==> config.mk <==
export PLATFORM = sky130hd
export DESIGN_NAME = rca_accumulator
export DESIGN_NICKNAME = d
export VERILOG_FILES = /design/src/rtl/rca_accumulator.sv
export SDC_FILE = /design/constraint.sdc
export NUM_CORES = 1
export LEC_CHECK = 0
export ABC_CLOCK_PERIOD_IN_PS = 6150
export CAP_MARGIN = 10
export CORE_MARGIN = 5
export CORE_UTILIZATION = 60
export DETAILED_ROUTE_END_ITERATION = 10
export DONT_BUFFER_PORTS = 1
export PLACE_DENSITY = 0.76
export SYNTH_ARGS = -nofsm -noshare
export SYNTH_HDL_FRONTEND = slang
export SYNTH_HIERARCHICAL = 1
export SYNTH_SLANG_ARGS = --single-unit
export TNS_END_PERCENT = 100
==> constraint.sdc <==
create_clock -name clk -period 6.15 [get_ports clk]
set_input_delay 1.23 -clock clk [delete_from_list [all_inputs] [get_ports clk]]
set_output_delay 1.23 -clock clk [all_outputs]
set_load 0.005 [all_outputs]
==> src/rtl/rca_accumulator.sv <==
// Valid/ready burst accumulator built on a ripple-carry adder.
// Optional saturating mode: define RCA_ACC_SAT_EN.

module rca_fa (
  input  logic a,
  input  logic b,
  input  logic ci,
  output logic s,
  output logic co
);
  assign s  = a ^ b ^ ci;
  assign co = (a & b) | (ci & (a ^ b));
endmodule

module ripple_carry_adder #(
  parameter int N = 4
) (
  input  logic [N-1:0] a,
  input  logic [N-1:0] b,
  input  logic         cin,
  output logic [N-1:0] sum,
  output logic         cout
);
  logic [N:0] c;
  assign c[0] = cin;
  for (genvar i = 0; i < N; i++) begin : g_bit
    rca_fa u_fa (.a(a[i]), .b(b[i]), .ci(c[i]), .s(sum[i]), .co(c[i+1]));
  end
  assign cout = c[N];
endmodule

module rca_accumulator #(
  parameter int N     = 4,
  parameter int CNT_W = 4
) (
  input  logic             clk,
  input  logic             rst_n,
  input  logic             in_valid,
  output logic             in_ready,
  input  logic [N-1:0]     in_data,
  input  logic             in_last,
  output logic             out_valid,
  input  logic             out_ready,
  output logic [N-1:0]     out_sum,
  output logic [CNT_W-1:0] out_carries,
  output logic [CNT_W-1:0] out_count,
  output logic             out_ovf
);
  typedef enum logic [1:0] {IDLE, ACCUM, HOLD} state_t;
  localparam logic [CNT_W-1:0] CNT_MAX = '1;

  state_t           state, state_nxt;
  logic [N-1:0]     acc, acc_nxt, add_sum;
  logic [CNT_W-1:0] carries, carries_nxt, count, count_nxt;
  logic             ovf, ovf_nxt, ovf_add, add_co, accept;

  ripple_carry_adder #(.N(N)) u_rca (
    .a(acc), .b(in_data), .cin(1'b0), .sum(add_sum), .cout(add_co)
  );

  assign in_ready  = (state != HOLD);
  assign out_valid = (state == HOLD);
  assign accept    = in_valid && in_ready;

  always_comb begin
    state_nxt = state;
    case (state)
      IDLE, ACCUM: if (accept) state_nxt = in_last ? HOLD : ACCUM;
      HOLD:        if (out_ready) state_nxt = IDLE;
      default:     state_nxt = IDLE;
    endcase
  end

  always_comb begin
    acc_nxt     = add_sum;
    carries_nxt = carries;
    ovf_add     = 1'b0;
`ifdef RCA_ACC_SAT_EN
    // once pinned at all-ones every nonzero beat carries again, so it stays pinned
    if (add_co) begin
      acc_nxt = '1;
      ovf_add = 1'b1;
    end
`else
    if (add_co && carries != CNT_MAX) carries_nxt = carries + 1'b1;
    ovf_add = add_co && (carries_nxt == CNT_MAX);
`endif
    count_nxt = (count == CNT_MAX) ? count : count + 1'b1;
    ovf_nxt   = ovf | ovf_add | (count_nxt == CNT_MAX);
  end

  always_ff @(posedge clk) begin
    if (!rst_n) begin
      state   <= IDLE;
      acc     <= '0;
      carries <= '0;
      count   <= '0;
      ovf     <= 1'b0;
    end else begin
      state <= state_nxt;
      if (state == HOLD && out_ready) begin
        acc     <= '0;
        carries <= '0;
        count   <= '0;
        ovf     <= 1'b0;
      end else if (accept) begin
        acc     <= acc_nxt;
        carries <= carries_nxt;
        count   <= count_nxt;
        ovf     <= ovf_nxt;
      end
    end
  end

  assign out_sum     = acc;
  assign out_carries = carries;
  assign out_count   = count;
  assign out_ovf     = ovf;
endmodule
# Word level (Yosys, flattened, before mapping)
# Cells that the tools add are included.
# W data, S select, Z words.
dict set report classes {
  n_bitwise 20
  muxes 6
  n_reduce_logical 8
  n_eq_ne 9
  n_addsub 2
}
# operator n
set op_table {}
lappend op_table {{$eq A4 B4 Y1 const B} 3}
lappend op_table {{$add A4 B1 Y4 const B} 2}
lappend op_table {{$mux W4} 2}
lappend op_table {{$and A1 B1 Y1} 7}
lappend op_table {{$xor A1 B1 Y1} 7}
lappend op_table {{$mux W2} 3}
lappend op_table {{$or A1 B1 Y1} 5}
lappend op_table {{$logic_and A1 B1 Y1} 4}
lappend op_table {{$ne A2 B2 Y1 const B} 2}
lappend op_table {{$ne A4 B4 Y1 const B} 1}
lappend op_table {{$pmux W2 S2} 1}
lappend op_table {{$reduce_or A2 Y1} 2}
lappend op_table {{$eq A2 B1 Y1 const B} 1}
lappend op_table {{$eq A2 B2 Y1 const B} 1}
lappend op_table {{$logic_not A2 Y1} 1}
lappend op_table {{$ne A2 B1 Y1 const B} 1}
lappend op_table {{$reduce_and A2 Y1} 1}
lappend op_table {{$not A1 Y1} 1}
dict set report totals {
  in_bits 9
  out_inout_bits 15
  regBits 15
  wordCells 50
}

# Logic depth before layout (Yosys ltp)
dict set report depth {
  depth_word 13
  mapped_depth 8
  ltp_nobuf 8
}

# Cells and area by module
# The synthesis kept the hierarchy.
# module area_each_um2 seq_area_each_um2 n_inst cells_per_inst
set by_module_without_submodules {}
lappend by_module_without_submodules {rca_accumulator 747.0 300.3 1 89}
lappend by_module_without_submodules {rca_fa 20.0 0.0 4 1}

# Worst setup path before layout
# Ideal clock, no wire load.
dict set report synth_timing {
  kind {input to register}
  from {in in_data[0]}
  to {reg ovf, in the netlist out_ovf}
  setup_ps 83
  n_path_buf 0
  arrival_ps 3398
  required_ps 6067
  path_stages 8
  slack_ps 2670
  path_cell_list {fa_1 fa_1 fa_1 fa_1 nand4_1 mux2i_1 nand4_1 o221ai_1}
}
dict set report synth_via {
  elab_chain_cells 13
}
# item line_no
set synth_lines {}
lappend synth_lines {{start: declaration} 40} ;# input logic [N-1:0] in_data,
lappend synth_lines {{$and A1 B1 Y1 (*) (2 in a row)} 12} ;# assign co = (a & b) | (ci & (a ^ b));
lappend synth_lines {{$or A1 B1 Y1 (*)} 12}
lappend synth_lines {{named net u_rca.c[2]} 24} ;# logic [N:0] c;
lappend synth_lines {{$and A1 B1 Y1 (*)} 12}
lappend synth_lines {{$or A1 B1 Y1 (*)} 12}
lappend synth_lines {{named net u_rca.c[3]} 24}
lappend synth_lines {{$and A1 B1 Y1 (*)} 12}
lappend synth_lines {{$or A1 B1 Y1 (*)} 12}
lappend synth_lines {{named net add_co} 55} ;# logic ovf, ovf_nxt, ovf_add, add_co, accept;
lappend synth_lines {{$logic_and A1 B1 Y1} 85} ;# if (add_co && carries != CNT_MAX) carries_nxt = carries + 1'b1;
lappend synth_lines {{$mux W4} 85}
lappend synth_lines {{$eq A4 B4 Y1} 86} ;# ovf_add = add_co && (carries_nxt == CNT_MAX);
lappend synth_lines {{$logic_and A1 B1 Y1 (*)} 86}
lappend synth_lines {{$or A1 B1 Y1 (*) (2 in a row)} 89} ;# ovf_nxt = ovf | ovf_add | (count_nxt == CNT_MAX);
lappend synth_lines {{end signal: assignment} 110} ;# ovf <= ovf_nxt;
lappend synth_lines {{end: declaration} 55}
# The timed path passes the listed nets; every way through them passes the cells marked *.
# A chain may end at the register's enable or synchronous reset.

# Final worst setup path
# Same ends and word-level chain as after synthesis.

==> impl_metrics.ini <==
[power_and_ir_drop]
leakagePower_nw = 0.353
power_density_nw_per_um2 = 230
vdd_ir_drop_max_mv = 0.139

[timing]
fin_ws_ns = 2.75
finalCriticalPeriod_ns = 3.40
post-route-period-util_pct = 55.3
fmax_mhz = 294
rsz0062_at_grt = false
setup_viol = 0
clock_skew_ns = 0.00169
hold_viol = 0
setup_tns_ns = 0
final_max_slew_viol_count = 0

[route]
wl_um = 1680
avgViaCountPerCell = 5.99
num_vias = 653
firstDrtPassIters = 5
postRouteAntennaNets = 0
drtIter0Drc = 14
drc = 0
wl_per_cell_um = 15.4

[clocking]
cts_sinks = 15
cts_tree = built
insertion_delay_ns = 0.27
h-tree-depth = 1
hold_buffers = 0
cts-root-buf = clkbuf_4
clockBufferDepth = 2
cts_resized = 0
cts.clk_slew.worst_paths_ns = 0.09
numCtsBuffers = 3
cts_setup_buffers = 0

[worst_setup_path]
critPathCaptureType = register
arrival_ns = 3.59
cp.required_ns = 6.34
cp-start-kind = primary input
reg2reg_slack_ns = 3.31
cp_common_cell = fa_1
crit_path_top_delay_cell = fa_1
rr_startpoint = out_sum[0]
max_stage_delay_ns = 0.48
cp_cell_sequence = fa_1, fa_1, fa_1, fa_1, nand4_1, mux2i_1, nand4_1, o221ai_1
worstReg2RegEnd = out_ovf
critPathBufInv = 0
worstSetupPathType = primary input to register
r2r_cells = 8
cp_top_family = adder cells
crit_fanout = 7

[hold_path]
min_to = state[0]
hp-class = register to register
whs_path_depth = 1
hold_start = state[1]

[synth]
yosysWarnings = 6
seq_area_frac_synth_pct = 36.3
synthMuxAreaShare_pct = 4.84
synth_nets = 108
synth_area_um2 = 827
yosys.area_share.simple_pct = 26.6
synth_xor_xnor_area_share_pct = 3.18
synth_compound_area_share_pct = 11.2
ys_ff_latch = 15
synth_cells = 93
ys_types = 33
syn_area_per_cell_um2 = 8.89
synth_top_family_by_area = simple AND/OR/NAND/NOR gates
synthAdderAreaFrac_pct = 12.7

[flow_run]
maxCapViolCount = 0

[placement]
dpl.hpwl_um = 1290
port_buffers = 0
dp_slack_ns = 2.47
gp_routability_congestion = 0.735

[floorplanning]
die_h_um = 47.1
die_w_um = 47.1
ios = 24
rows = 13
core_area_um2 = 1300
start_util_pct = 63.6
dieArea_um2 = 2220

[run_status]
status = finished, final reports clean

[cells_and_area]
diodes = 0
syn_to_final_growth_pct = 2.57
nets = 110
n_fill_cell = 124
drive_gt1_share_pct = 5.32

[grt]
grt_overflow = 0
grt_max_degree = 14
grt_pass1_vias = 642
track_usage_pct = 17.5
grt_pass1_wl_um = 2730
antenna_found_initial = 0
==> state kept, by name, indices dropped and copies added (netlist names) <==
name / count
out_carries: 4
out_ovf: 1
out_count: 4
state: 2
out_sum: 4
==> cell families after synthesis <==
| family | count (synthesis) |
|---|---|
| AOI/OAI and AO/OA | 16 |
| xor gates and xnor gates | 3 |
| adders and majority gates | 6 |
| buffers and inverters | 7 |
| DFF | 15 |
| muxes | 4 |
| other | 1 |
| and+or+nand+nor | 41 |
==> routing by layer <==
| metal | track usage (%) | share of wire (%) |
|---|---|---|
| met5 | 0 | 0 |
| met1 | 20.0 | 43 |
| met3 | 4.98 | 7.7 |
| met4 | 8.29 | 1.0 |
| met2 | 29.8 | 48 |
==> cell type report <==
class	instances	area (um^2)	area share (%)
inverters	4	15.0	1.77
flip-flops and latches	15	300	35.4
well taps	15	18.8	2.21
clock buffers	4	26.3	3.10
multi-input cells	71	488	57.5
==> Yosys cell counts <==
cell type	number	area, um^2
buf_2	1	5.00
or4b_1	1	10.0
nor2_1	6	22.5
nand3_1	4	20.0
xnor2_1	1	8.76
a31oi_1	3	18.8
and2_2	1	7.51
nand4_1	3	18.8
nand2_1	14	52.6
mux2i_1	4	40.0
dfxtp_1	15	300
buf_6	1	11.3
a21oi_1	8	40.0
nor2b_1	2	12.5
and4b_1	2	20.0
xor2_1	2	17.5
ha_1	2	25.0
nor4bb_1	1	10.0
o22ai_1	1	6.26
nand2b_1	1	6.26
and2_1	1	6.26
o221ai_1	1	8.76
o21ai_1	1	5.00
inv_1	4	15.0
nor4_1	1	6.26
nor3_1	2	10.0
conb_1	1	3.75
o21ai_0	1	5.00
buf_4	1	7.51
nand2_4	1	11.3
fa_1	4	80.1
a311oi_1	1	8.76
and3_1	1	6.26
==> metrics by stage <==
step / std cells / hold slack [ns] / util [%] / total power [mW] / instance area (um^2)
after detailed placement: 105 / 0.441 / 63.2 / 0.143 / 822
after global routing: 109 / 0.494 / 65.2 / 0.210 / 848
after global placement: 105 / 0.436 / 63.2 / 0.142 / 822
after CTS: 109 / 0.453 / 65.2 / 0.197 / 848
final: 109 / 0.454 / 65.2 / 0.195 / 848
after floorplan: 93 / 0.423 / - / 0.137 / 827
==> worst max path at each step <==
stage                     from  endpoint  slack (ns)  cells after the start
floorplan           in_data[0]   out_ovf        2.67                      8
global placement    in_data[0]   out_ovf        2.60                      8
detailed placement  in_data[0]   out_ovf        2.47                      8
CTS                 in_data[0]   out_ovf        2.77                      8
global route        in_data[0]   out_ovf        2.61                      8
finish              in_data[0]   out_ovf        2.75                      8
==> where the power goes <==
group | internal, mW | switching [mW] | total [mW] | leakage (nW)
Sequential | 0.103 | 0.00812 | 0.111 | 0.122
Combinational | 0.0127 | 0.0167 | 0.0294 | 0.216
Clock | 0.0251 | 0.0294 | 0.0545 | 0.0150
==> cell usage in the layout (no fill, tap or decap), types with 2 or more instances in the layout <==
cell type and count:
nand3_1 4, a31oi_1 3, ha_1 2, clkbuf_4 3, nand2_1 14, nand4_1 3, nor3_1 2, a21oi_1 8
and4b_1 2, dfxtp_1 15, fa_1 4, mux2i_1 4, nor2b_1 2, nor2_1 6, inv_1 4, xor2_1 2
(Power assumes the default switching activity.)
